--- config.mk ---
export PLATFORM = sky130hd
export DESIGN_NAME = seg_scan_ctrl_flat
export DESIGN_NICKNAME = d
export VERILOG_FILES = /design/src/rtl/seg_scan_ctrl_if.sv /design/src/rtl/seg_scan_ctrl.sv /design/src/flat_wrapper.sv
export SDC_FILE = /design/constraint.sdc
export NUM_CORES = 1
export LEC_CHECK = 0
export CORE_UTILIZATION = 40
export DETAILED_ROUTE_END_ITERATION = 12
export PLACE_DENSITY = 0.68
export SLEW_MARGIN = 20
export SYNTH_ARGS = -nofsm -noshare
export SYNTH_HDL_FRONTEND = slang
export SYNTH_SLANG_ARGS = --single-unit
--- constraint.sdc ---
create_clock -name CLOCK -period 4.94 [get_ports CLOCK]
set_clock_uncertainty 0.15 [all_clocks]
set_input_delay 0.988 -clock CLOCK [delete_from_list [all_inputs] [get_ports CLOCK]]
set_output_delay 0.988 -clock CLOCK [all_outputs]
set_load 0.02 [all_outputs]
--- src/rtl/seg_scan_ctrl_if.sv ---
// Pin-side bundle of the 7-segment scan controller.
// master drives the display request, slave drives the pins.
interface seg_scan_ctrl_if;
    logic        ENABLE;
    logic [15:0] DIGITS;
    logic [3:0]  DP_IN;
    logic [3:0]  AN;
    logic [6:0]  SEG;
    logic        DP;
    logic        SCAN_TICK;

    modport master (
        output ENABLE, DIGITS, DP_IN,
        input  AN, SEG, DP, SCAN_TICK
    );

    modport slave (
        input  ENABLE, DIGITS, DP_IN,
        output AN, SEG, DP, SCAN_TICK
    );
endinterface

--- src/rtl/seg_scan_ctrl.sv ---
// 4-digit 7-segment scan scheduler with per-slot guard blanking.
// Optional: LEADING_ZERO_BLANK_EN blanks leading zero digits 3..1.
module seg_scan_ctrl #(
    parameter int DIV_MAX = 131071,
    parameter int GUARD   = 1024
) (
    input  logic           CLOCK,
    input  logic           RESET,
    seg_scan_ctrl_if.slave bus
);
    localparam int CW = (DIV_MAX > 0) ? $clog2(DIV_MAX + 1) : 1;
    localparam logic [CW-1:0] CNT_LAST = CW'(DIV_MAX);
    localparam logic [CW-1:0] GRD_LAST = CW'((GUARD > 0) ? GUARD - 1 : 0);

    typedef enum logic [1:0] {
        S_IDLE,
        S_GUARD,
        S_DRIVE
    } state_t;

    // With no guard gap a slot starts straight in DRIVE.
    localparam state_t SLOT_START = (GUARD == 0) ? S_DRIVE : S_GUARD;

    state_t        state, n_state;
    logic [CW-1:0] cnt, n_cnt;
    logic [1:0]    idx, n_idx;
    logic [15:0]   snap_dig, n_dig;
    logic [3:0]    snap_dp, n_dp;
    logic          n_tick;
    logic [3:0]    nib;
    logic          lz_blank;

    function automatic logic [6:0] hex7(input logic [3:0] v);
        logic [6:0] s;
        s = 7'h7F;
        unique case (v)
            4'h0: s = 7'h40;
            4'h1: s = 7'h79;
            4'h2: s = 7'h24;
            4'h3: s = 7'h30;
            4'h4: s = 7'h19;
            4'h5: s = 7'h12;
            4'h6: s = 7'h02;
            4'h7: s = 7'h78;
            4'h8: s = 7'h00;
            4'h9: s = 7'h10;
            4'hA: s = 7'h08;
            4'hB: s = 7'h03;
            4'hC: s = 7'h46;
            4'hD: s = 7'h21;
            4'hE: s = 7'h06;
            4'hF: s = 7'h0E;
        endcase
        return s;
    endfunction

    // Next-state: slot counter, digit index and frame snapshot.
    always_comb begin
        n_state = state;
        n_cnt   = cnt;
        n_idx   = idx;
        n_dig   = snap_dig;
        n_dp    = snap_dp;
        n_tick  = 1'b0;
        unique case (state)
            S_IDLE: begin
                if (bus.ENABLE) begin
                    n_state = SLOT_START;
                    n_cnt   = '0;
                    n_idx   = 2'd0;
                    n_dig   = bus.DIGITS;
                    n_dp    = bus.DP_IN;
                    n_tick  = 1'b1;
                end
            end
            default: begin
                if (!bus.ENABLE) begin
                    n_state = S_IDLE;
                    n_cnt   = '0;
                    n_idx   = 2'd0;
                end else if (cnt == CNT_LAST) begin
                    n_state = SLOT_START;
                    n_cnt   = '0;
                    n_idx   = idx + 2'd1;
                    n_tick  = 1'b1;
                    // New frame: take the snapshot so it never tears.
                    if (idx == 2'd3) begin
                        n_dig = bus.DIGITS;
                        n_dp  = bus.DP_IN;
                    end
                end else begin
                    n_cnt = cnt + CW'(1);
                    if (state == S_GUARD && cnt == GRD_LAST)
                        n_state = S_DRIVE;
                end
            end
        endcase
    end

    assign nib = n_dig[{n_idx, 2'b00} +: 4];

`ifdef LEADING_ZERO_BLANK_EN
    // Digit k blanks when it and every digit above it are zero.
    always_comb begin
        lz_blank = 1'b0;
        unique case (n_idx)
            2'd3:    lz_blank = (n_dig[15:12] == 4'h0);
            2'd2:    lz_blank = (n_dig[15:8] == 8'h00);
            2'd1:    lz_blank = (n_dig[15:4] == 12'h000);
            default: lz_blank = 1'b0;
        endcase
    end
`else
    assign lz_blank = 1'b0;
`endif

    // State and pin registers; pins follow the next state.
    always_ff @(posedge CLOCK) begin
        if (RESET) begin
            state         <= S_IDLE;
            cnt           <= '0;
            idx           <= 2'd0;
            snap_dig      <= 16'h0000;
            snap_dp       <= 4'h0;
            bus.AN        <= 4'b1111;
            bus.SEG       <= 7'h7F;
            bus.DP        <= 1'b1;
            bus.SCAN_TICK <= 1'b0;
        end else begin
            state         <= n_state;
            cnt           <= n_cnt;
            idx           <= n_idx;
            snap_dig      <= n_dig;
            snap_dp       <= n_dp;
            bus.SCAN_TICK <= n_tick;
            if (n_state == S_DRIVE) begin
                bus.AN  <= ~(4'b0001 << n_idx);
                bus.SEG <= lz_blank ? 7'h7F : hex7(nib);
                bus.DP  <= ~n_dp[n_idx];
            end else begin
                bus.AN  <= 4'b1111;
                bus.SEG <= 7'h7F;
                bus.DP  <= 1'b1;
            end
        end
    end
endmodule
--- src/flat_wrapper.sv ---
// flat-port wrapper written by rule: the top's interface ports become plain ports
module seg_scan_ctrl_flat 
#(
    parameter int DIV_MAX = 131071,
    parameter int GUARD   = 1024
)
  (CLOCK, RESET, bus_ENABLE, bus_DIGITS, bus_DP_IN, bus_AN, bus_SEG, bus_DP, bus_SCAN_TICK);
  seg_scan_ctrl_if bus_i ();
  input  logic CLOCK;
  input  logic RESET;
  input wire logic [$bits(bus_i.ENABLE)-1:0] bus_ENABLE;
  input wire logic [$bits(bus_i.DIGITS)-1:0] bus_DIGITS;
  input wire logic [$bits(bus_i.DP_IN)-1:0] bus_DP_IN;
  output wire logic [$bits(bus_i.AN)-1:0] bus_AN;
  output wire logic [$bits(bus_i.SEG)-1:0] bus_SEG;
  output wire logic [$bits(bus_i.DP)-1:0] bus_DP;
  output wire logic [$bits(bus_i.SCAN_TICK)-1:0] bus_SCAN_TICK;
  assign bus_i.ENABLE = bus_ENABLE;
  assign bus_i.DIGITS = bus_DIGITS;
  assign bus_i.DP_IN = bus_DP_IN;
  assign bus_AN = bus_i.AN;
  assign bus_SEG = bus_i.SEG;
  assign bus_DP = bus_i.DP;
  assign bus_SCAN_TICK = bus_i.SCAN_TICK;
  seg_scan_ctrl #(.DIV_MAX(DIV_MAX), .GUARD(GUARD)) u_core (.CLOCK(CLOCK), .RESET(RESET), .bus(bus_i));
endmodule
## Word level (Yosys, flattened, before mapping)

Memory sizes are Yosys's and may differ from the RTL's. A register that Yosys moved wholly into a read port is not among the register bits.
Index checks and enable logic that the tools add are counted.
Widths: inputs -> output; s select.

- Register bits: 47
- Bits in latches: 0
- Bits in writable memories: 0
- Memory bits (read-only): 112
- Input port bits: 23
- Output and inout port bits: 13
- Logic and storage cells: 55
- Memories: 1

Memories:

| name | words | width | rd ports | clocked after memory_dff | wr ports | RTL line | RTL |
|---|---|---|---|---|---|---|---|
| (name not given) | 16 | 7 | 1 | 1 | 0 | seg_scan_ctrl.sv:36 | `unique case (v)` |

- $add $sub $neg: 2
- Multiply operators: 0
- Divide/modulo/power cells: 0
- Order comparisons: 1
- Equality and inequality tests: 6
- Shift operators: 2
- Multiplexer cells: 29
- Bitwise operators: 3
- Reduce and logical (&&, ||, !) cells: 3

Operators with widths:

| operator | count |
|---|---|
| $mux 16 | 5 |
| $mux 17 | 4 |
| $mux 4 | 5 |
| $mux 2 | 9 |
| $add 17x1->17 const B | 1 |
| $eq 17x10->1 const B | 1 |
| $eq 17x17->1 const B | 1 |
| $shiftx 16x5->4 | 1 |
| $mux 1 | 5 |
| $eq 2x2->1 const B | 2 |
| $not 4->4 | 1 |
| $shl 1x2->4 const A | 1 |
| $lt 2x3->1 const B | 1 |
| $add 2x1->2 const B | 1 |
| $bmux 1 s2 | 1 |
| $eq 2x1->1 const B | 1 |
| $logic_not 2->1 | 1 |
| $ne 2x2->1 const B | 1 |
| $not 1->1 | 2 |
| $reduce_or 2->1 | 1 |
| $logic_and 1x1->1 | 1 |

## Logic depth before layout (Yosys ltp)

Gate-level depths: netlist of run 1.

- Depth after elaboration: 9
- Gate-level depth with buffers: 19
- Mapped depth without buffers: 18

## Worst setup path before layout of run 1

Ideal clock, no wire load.

- Path type: reg-to-reg
- From: reg u_core.cnt[0]
- To: reg u_core.bus.SEG[4]
- Library setup time: 0.133 ns
- Data arrival time: 3.524 ns
- Required time: 4.657 ns
- Setup slack: 1.133 ns
- Stages on the path, launching flop included: 20
- Buffers on the path: 2
- Period minus slack after synthesis: 3.807 ns
- Path through: dfxtp_1 -> ha_1 -> nand3_1 -> nor3_1 -> and3_1 -> and3_1 -> and3_1 -> ha_1 -> buf_6 -> mux2i_1 -> o22a_1 -> buf_4 -> nor2_2 -> a221oi_2 -> inv_1 -> ha_1 -> inv_1 -> nor2_1 -> a21oi_1 -> o221ai_1

- Cells in the longest elaborated chain, start to end: 9
- Elaborated cells between the ends (all ways): 17
- Those cells by class: eq/ne: 3; shift: 1; mux: 10; bitwise: 1; reduce/logical: 2

RTL lines:

| what | RTL line | RTL |
|---|---|---|
| start, declared | seg_scan_ctrl.sv:25 | `logic [CW-1:0] cnt, n_cnt;` |
| start signal, assigned | seg_scan_ctrl.sv:131 | `cnt <= n_cnt;` |
| parallel branches: the longest is 9 deep, another holds $eq 17x17->1 | n/a |  |
| end, declared | seg_scan_ctrl_if.sv:19 | `output AN, SEG, DP, SCAN_TICK` |

Parallel ways; which one is timed is not known.
A chain may end at the register's enable or synchronous reset.

## Final worst setup path of run 1

- From: reg u_core.cnt[0]
- To: reg u_core.bus.SEG[5]

Same word-level chain as after synthesis.

==> results of run 1 <==
[worst paths after layout]
kind                     start                end  slack, ns  depth (start not counted)
max              u_core.cnt[0]  u_core.bus.SEG[5]       0.44                         17
min reg2reg  u_core.snap_dp[3]  u_core.snap_dp[3]       0.31                          2
min          u_core.snap_dp[3]  u_core.snap_dp[3]       0.31                          2
max reg2reg      u_core.cnt[0]  u_core.bus.SEG[5]       0.44                         17
[layout make-up]
type	count	area (um^2)
well taps	77	96.3
fillers	614	3280
clock inverters	2	37.5
flip-flops and latches	54	1080
clock buffers	6	72.6
multi-input cells	223	1500
repair buffers	37	365
inverters	7	26.3
[layout by cell type, fill, tap and decap left out, types with 6 or more instances in the layout]
| master | instances |
|---|---|
| sky130_fd_sc_hd__nand3_1 | 19 |
| sky130_fd_sc_hd__nor3_1 | 6 |
| sky130_fd_sc_hd__o21ai_0 | 12 |
| sky130_fd_sc_hd__a21oi_1 | 18 |
| sky130_fd_sc_hd__a22oi_1 | 7 |
| sky130_fd_sc_hd__dfxtp_1 | 54 |
| sky130_fd_sc_hd__inv_1 | 7 |
| sky130_fd_sc_hd__nand4_1 | 8 |
| sky130_fd_sc_hd__nor2_1 | 40 |
| sky130_fd_sc_hd__ha_1 | 9 |
| sky130_fd_sc_hd__nand2_1 | 23 |
| sky130_fd_sc_hd__mux2i_1 | 15 |
| sky130_fd_sc_hd__clkdlybuf4s50_1 | 35 |
[critical path: cells and delay by family (launching register included)]
kind                       cells  cell delay [ns]
and+or+nand+nor                7             1.17
adders and majority gates      3             0.83
DFF                            1             0.39
AOI/OAI and AO/OA              4             1.16
buffers and inverters          2             0.26
muxes                          1             0.37
[registers in the layout, indices dropped and copies added, names as in the netlist]
register	count
u_core.cnt	17
u_core.snap_dig	16
u_core.bus.SEG	7
u_core.bus.AN	4
u_core.snap_dp	4
u_core.idx	2
u_core.state	2
u_core.bus.DP	1
u_core.bus.SCAN_TICK	1
[cells by family (layout without fill, tap and decap cells)]
group	Yosys count	count (layout)	share of synthesized area, %
AO/OA/AOI/OAI	76	76	21.6
buffers and inverters	26	52	5.10
flip-flops	54	54	39.7
adder cells (fa/ha/maj)	9	9	4.14
AND/OR/NAND/NOR	120	120	21.9
multiplexers	17	17	7.17
XOR/XNOR	1	1	0.322
[stage by stage]
stage          hold WS, ns  cells  util (%)  setup slack, ns  power, mW
2_1_floorplan        0.283    303         -             1.13      0.548
3_3_place_gp         0.292    398      47.6            0.581      0.581
3_5_place_dp         0.297    398      47.6            0.325      0.583
4_1_cts              0.311    406      49.3            0.315      0.875
5_1_grt              0.340    406      49.3           0.0733      0.912
6_report             0.310    406      49.3            0.444      0.865
[power groups by stage]
stage          clock network (mW)  registers, mW  logic [mW]
2_1_floorplan                   0          0.460      0.0871
6_report                    0.292          0.452       0.121
3_5_place_dp                    0          0.462       0.120
3_3_place_gp                    0          0.462       0.119
5_1_grt                     0.322          0.454       0.136
4_1_cts                     0.302          0.452       0.121
[per-layer routing]
layer	vias to the layer above	part of all wire [%]	global-route usage [%]
li1	1153	-	-
met1	1091	51	24.7
met2	47	44	25.6
met3	7	3.4	3.44
met4	0	1.5	6.47
met5	-	0	0
[repair_timing]
| item | in CTS | in global routing |
|---|---|---|
| buffers inserted | 0 | 0 |
| setup endpoints to repair | 0 | 2 |
| resized for setup | 0 | 1 |
==> impl.org, run 1 <==
** Status
- The flow ran to the end, but the final reports show violations.
- The final reports fail on DRC.

** Clock network
- Worst-path clk slew :: 0.10 ns
- The H-tree generated during clock tree synthesis spans 2 levels.
- Hold buffer count at cts :: 0
- Max Buffers Root-to-Sink :: 2
- The later pin in the worst-skew pair is clocked with a latency of 0.31 ns.
- Clock root buffer master :: sky130_fd_sc_hd__clkbuf_8
- Clock tree synthesis found a total of 54 sinks.
- CTS Buf Count :: 5
- CTS tree :: yes

** Pwr
- Worst VDD drop :: 0.144 mV
- In this run the static leakage power is 1.18 nW.
- The internal power of the cells totals 0.649 mW.
- The share of total power dissipated in combinational logic is 14.0%.
- Switching part of the total power :: 24.9%
- Summed over all nets, the switching power comes to 0.215 mW.
- Of the total power, registers draw 52.3%.
- Of the total power, the clock network draws 33.7%.
- In this run the power density over the cells is 272 nW/um^2.

** Floorplanning
- Overall die width :: 84.5 um
- Site row count :: 29
- In this run the vertical extent of the chip is 84.5 um.
- 36 I/O pins were placed.
- Standard cell core area :: 6460 um^2
- The die covers 7140 um^2.
- For this configuration, the core starts out at a cell density of 42.2%.

** Detailed routing
- Number of design rule violations left after detail routing :: 4
- The first detailed-routing pass ran for 8 iterations.
- Detail Route Antenna Nets :: 0
- Wires add up to 5.79 mm.
- In the final routed layout, each cell accounts on average for 14.3 um.
- Number of design-rule violations left by the first detailed-router iteration :: 108
- In the routed layout, each cell is associated on average with a via count of 5.66.
- Count of vias placed by the detailed router :: 2298

** STA
- Count of final max-slew check failures :: 0
- Final setup fails :: 0
- Hold violation total from the final report :: 0
- For the pin with the worst max-slew slack, the measured transition is 0.717 ns.
- Setup repair after global routing left no endpoint under its margin.
- For the final routed database, the setup TNS stands at 0 ns.
- Highest Clock Rate :: 222 MHz
- Measured against its own limit, the worst slew margin works out to 52.0%.
- Crit share post-route :: 91.0%
- The clock period could shrink to 4.50 ns.

** Worst setup path
- Critical Path End Type :: flop
- Worst setup SP type :: flop
- Data arrives at the worst endpoint at 4.52 ns.
- In this run the worst path has a maximum fanout of 9.
- By startpoint and endpoint, the worst setup path is classified as flop to flop.
- The slowest stage of the critical path belongs to the cell sky130_fd_sc_hd__a221oi_2.
- Data on the critical path is required at its endpoint by 4.96 ns.
- Walking the worst path, the cells encountered are ha_1 > nand3_1 > nor3_1 > and3_1 > and3_1 > and3_1 > ha_1 > mux2i_1 > o22a_2 > nor2_2 > a221oi_2 > inv_1 > ha_1 > inv_1 > nor2_1 > a21oi_1 > o221ai_1.
- The largest single stage delay on the critical path is 0.53 ns.

** Final layout
- Number of antenna cells inserted :: 0
- Share of layout cells above drive strength 1 :: 8.81%
- The finished cells cover 3180 um^2.
- Synthesis-to-layout area growth :: 16.9%
- Layout Nets :: 360

** Logic synthesis
- In this run, synthesis inferred 0 flip-flops with an integrated enable.
- Counting flops and latches in the post-synthesis netlist gives 54.
- Counting distinct cell types in the post-synthesis netlist gives 52.
- For this run, the register share of the synthesized area comes to 39.7%.
- Main flop type after synthesis :: sky130_fd_sc_hd__dfxtp_1
- The synthesized design devotes to its leading area cell type 39.7% of total area.
- Most frequent cell after synthesis :: sky130_fd_sc_hd__dfxtp_1
- Cell area after synthesis :: 2720 um^2
- Ys async rst share :: 0%
- When the netlist entered floorplanning its net count stood at 335.
- Synthesis produced a netlist whose cell count is 303.
- Synth top area cells :: sky130_fd_sc_hd__dfxtp_1, sky130_fd_sc_hd__mux2i_1, sky130_fd_sc_hd__nor2_1, sky130_fd_sc_hd__ha_1, sky130_fd_sc_hd__nand3_1
- Leading cell types by count after synthesis :: sky130_fd_sc_hd__dfxtp_1, sky130_fd_sc_hd__nor2_1, sky130_fd_sc_hd__nand2_1, sky130_fd_sc_hd__nand3_1, sky130_fd_sc_hd__a21oi_1
- The Yosys step of the flow raised 0 warnings.
- Cell accounting for the most synthesized area :: sky130_fd_sc_hd__dfxtp_1
- The average instance in the mapped netlist occupies 8.99 um^2.

** Global routing
- Maximum number of pins on one net before global-route repair :: 42
- Antenna violations before repair :: 0
- Global routing used 17.3% of the available tracks.
- Vias in the first global route :: 2106
- The first global-routing pass estimated 9.96 mm of wire.
- GRT Residual Overflow :: 0

** Placement
- The count of buffers added on input and output ports is 35.
- Routability-driven placement finished with a final weighted congestion of 0.891.
- After detailed placement, the total cell area comes to 3070 um^2.
- The HPWL after detailed placement is 4.10 mm.

** Min path
- In this run the worst hold path is classified as flop to flop.

** Flow run
- Max-Cap Viols :: 0
Power figures use the tool's default switching activity.
==> run 2: changes to the inputs <==
--- a/config.mk
+++ b/config.mk
@@ -5,9 +5,10 @@
 export SDC_FILE = /design/constraint.sdc
 export NUM_CORES = 1
 export LEC_CHECK = 0
-export CORE_UTILIZATION = 40
+export CAP_MARGIN = 0
+export CORE_UTILIZATION = 45
 export DETAILED_ROUTE_END_ITERATION = 12
-export PLACE_DENSITY = 0.68
+export PLACE_DENSITY = 0.74
 export SLEW_MARGIN = 20
 export SYNTH_ARGS = -nofsm -noshare
 export SYNTH_HDL_FRONTEND = slang
==> impl.org, run 2 (synthesized netlist as in run 1, its figures left out) <==
** Clock network
- Clock root buffer master :: sky130_fd_sc_hd__clkbuf_8 (unchanged)
- The post-CTS repair timing setup buffer count was 0 (unchanged).
- The H-tree level count was 2 (unchanged).
- The latest clock arrival within the worst-skew pair came to 0.30 ns (was 0.31 ns).
- The maximum clock insertion buffer count was 2 (unchanged).
- CTS tree :: yes (unchanged)
- The TritonCTS sink count is 54 (unchanged).
- The number of buffers created by CTS was 5 (unchanged).
- Worst-path clk slew :: 0.10 ns (about the same)

** Worst setup path
- Maximum net fanout on the critical path :: 9 (unchanged)
- The start of the worst register-to-register path was u_core.cnt[0] (unchanged).
- Type of the setup path with the least slack :: flop to flop (unchanged)
- Worst endpoint data arrival time :: 4.44 ns (was 4.52 ns)
- The number of gates on the worst path with buffers counted was 17 (unchanged).
- The data required time of the critical path is 4.97 ns (was 4.96 ns).
- Top delay family on crit path :: simple AND/OR/NAND/NOR gates (unchanged)
- Worst setup SP type :: flop (unchanged)
- Series of cell instances along the critical path: ha_1 > nand3_1 > nor3_1 > and3_1 > and3_1 > and3_1 > ha_1 > mux2i_1 > o22a_2 > nor2_2 > a221oi_4 > inv_1 > ha_1 > inv_1 > a21oi_1 > nor4b_1 > a31oi_1 (was ha_1 > nand3_1 > nor3_1 > and3_1 > and3_1 > and3_1 > ha_1 > mux2i_1 > o22a_2 > nor2_2 > a221oi_2 > inv_1 > ha_1 > inv_1 > nor2_1 > a21oi_1 > o221ai_1).
- RR Endpoint :: u_core.bus.SEG[3] (was u_core.bus.SEG[5])
- The total buffers and inverters traversed by the critical path came to 2 (unchanged).
- Register-to-Register Path Depth :: 17 (unchanged)
- Largest incremental delay on the critical path :: 0.40 ns (was 0.53 ns)
- Critical Path End Type :: flop (unchanged)
- The library cell contributing the largest single delay on the critical path is sky130_fd_sc_hd__a221oi_4 (was sky130_fd_sc_hd__a221oi_2).
- Flop-to-flop setup slack :: 0.53 ns (was 0.44 ns)

** Final layout
- The number of nets in the layout was 360 (unchanged).
- Registers with the most flip-flops :: u_core.cnt x17, u_core.snap_dig x16, u_core.bus.SEG x7 (unchanged)
- The most common cell after layout, fill and taps aside was sky130_fd_sc_hd__dfxtp_1 (unchanged).
- The number of filler cells placed in the layout was 520 (was 614).
- Commonest non-fill, non-tap cells in the layout :: sky130_fd_sc_hd__dfxtp_1, sky130_fd_sc_hd__nor2_1, sky130_fd_sc_hd__clkdlybuf4s50_1 (unchanged)
- The number of flip-flops in the largest register is 17 (unchanged).
- Synthesis-to-layout area growth :: 16.1% (was 16.9%)
- Top register by number of flip-flops :: u_core.cnt (unchanged)
- The final standard cell count with taps included and fillers excluded is 400 (was 406).
- The share of layout cells above drive strength 1 is 8.84% (was 8.81%).
- The antenna cell count was 0 (unchanged).

** Detailed routing
- The number of remaining DRC errors is 0 (was 4).
- Number of design-rule violations left by the first detailed-router iteration :: 139 (was 108)
- Routed length per instance :: 14.1 um (was 14.3 um)
- Final wirelength :: 5.64 mm (was 5.79 mm)
- Via count normalized by instance count :: 5.73 (was 5.66)
- The number of search-and-repair iterations in the first detailed-routing pass is 5 (was 8).
- The total via count in the routed design was 2293 (was 2298).
- Detail Route Antenna Nets :: 0 (unchanged)

** Floorplanning
- The cell row count came to 27 (was 29).
- Starting utilization of the core area :: 48.0% (was 42.2%)
- Standard cell core area :: 5680 um^2 (was 6460 um^2)
- The count of boundary I/O pins is 36 (unchanged).
- Overall die width :: 79.8 um (was 84.5 um)
- The die boundary height is 79.8 um (was 84.5 um).
- The die area was 6370 um^2 (was 7140 um^2).

** STA
- Transition time of the tightest slew-check pin :: 0.728 ns (was 0.717 ns)
- The highest attainable clock frequency is 227 MHz (was 222 MHz).
- Hold violation total from the final report :: 0 (unchanged)
- Count of final max-slew check failures :: 0 (unchanged)
- The minimum setup slack in the final design is 0.532 ns (was 0.444 ns).
- The clock period minus final worst setup slack was 4.41 ns (was 4.50 ns).
- The accumulated negative setup slack came to 0 ns (unchanged).
- Crit share post-route :: 89.2% (was 91.0%)
- Worst max-slew margin expressed relative to the limit :: 51.3% (was 52.0%)
- The number of setup violations in the final report came to 0 (unchanged).
- Unrepaired setup endpoints after global routing :: no (unchanged)

** Min path
- The launch instance of the worst min-delay path is u_core.snap_dp[3] (unchanged).
- Path class of the lowest-slack min-delay path :: flop to flop (unchanged)
- The cell depth of the worst min-delay path is 2 (unchanged).
- End of the worst hold path :: u_core.snap_dp[3] (unchanged)

** Placement
- Port Buffer Count :: 35 (unchanged)
- The post-detailed-placement half-perimeter wirelength was 4.02 mm (was 4.10 mm).
- Post-Place Setup Slack :: 0.381 ns (was 0.325 ns)
- Placer's final routability congestion estimate :: 0.922 (was 0.891)
- The number of placed instances with taps included was 393 (was 398).

** Pwr
- Relative contribution of sequential cells to total power :: 55.7% (was 52.3%)
- The power per cell area is 257 nW/um^2 (was 272 nW/um^2).
- The fraction of power spent switching nets came to 26.7% (was 24.9%).
- Pint :: 0.596 mW (was 0.649 mW)
- The leakage power was 1.16 nW (was 1.18 nW).
- The clock power share is 29.3% (was 33.7%).
- The combinational share of power is 15.0% (was 14.0%).
- Sw Pwr :: 0.217 mW (was 0.215 mW)
- Worst VDD drop :: 0.147 mV (was 0.144 mV)
- Design Power :: 0.813 mW (was 0.865 mW)

** Global routing
- The initial antenna violation count is 0 (unchanged).
- Vias in the first global route :: 2060 (was 2106)
- Maximum number of pins on one net before global-route repair :: 42 (unchanged)
- The remaining global-route overflow is 0 (unchanged).
- First-pass GRT wire length :: 9.61 mm (was 9.96 mm)
- Global routing usage summed across all routing layers :: 19.2% (was 17.3%)

** Flow run
- The max-cap check violation count is 0 (unchanged).

** Status
- Outcome :: finished, final reports clean (was complete, but fails checks)
==> run 2: cell types whose count changed in the layout (fill, tap and decap cells not counted), sizes merged <==
cell and change:
clkinvlp +1, clkbuf -1, bufinv -1
==> run 2: power by group through the flow <==
stage / sequential [mW] / clock, mW / combinational, mW
CTS: 0.452 / 0.248 / 0.120
global route: 0.454 / 0.263 / 0.136
global placement: 0.462 / 0 / 0.118
floorplan: 0.460 / 0 / 0.0871
finish: 0.452 / 0.238 / 0.122
detailed placement: 0.463 / 0 / 0.120
==> run 2: what timing repair did <==
item,4_1_cts,5_1_grt
hold buffers,0,0
gates resized for setup,0,2
endpoints found under the hold margin,0,0
setup endpoints to repair,0,4
==> run 2: worst max-delay path by stage <==
stage                  start                 to  slack (ns)
2_1_floorplan  u_core.cnt[0]  u_core.bus.SEG[4]        1.13
3_3_place_gp   u_core.cnt[0]  u_core.bus.SEG[4]        0.61
3_5_place_dp   u_core.cnt[0]  u_core.bus.SEG[4]        0.38
4_1_cts        u_core.cnt[0]  u_core.bus.SEG[4]        0.36
5_1_grt        u_core.cnt[0]  u_core.bus.SEG[3]        0.12
6_report       u_core.cnt[0]  u_core.bus.SEG[3]        0.53
==> run 2: layout make-up <==
type	count	area, um^2	area share, %
multi-input cells	223	1520	47.9
flip-flops and latches	54	1080	34.2
repair buffers	37	365	11.6
well taps	72	90.1	2.85
clock buffers	5	68.8	2.18
inverters	7	26.3	0.831
clock inverters	2	15.0	0.475
==> run 2: routing by layer <==
metal  global-route usage (%)  up-vias  share of wire, %
met5                        0        -                 0
met4                     6.25        0              0.60
met3                     3.77        2               4.4
met2                     29.4       68                45
met1                     27.0     1068                50
li1                         -     1155                 -
==> run 2: tightest hold or removal path: cells and delay by family, from the launching register on <==
kind / cells / cell delay, ns
AO/OA/AOI/OAI: 1 / 0.05
flip-flops: 1 / 0.32
AND/OR/NAND/NOR: 1 / 0.05
==> run 2: stage by stage <==
stage,hold slack (ns),utilization (%),cell area [um^2]
after floorplan,0.283,-,2720
after global placement,0.290,54.0,3070
after detailed placement,0.298,54.0,3070
after CTS,0.311,55.5,3150
after global routing,0.333,55.7,3160
final,0.305,55.7,3160
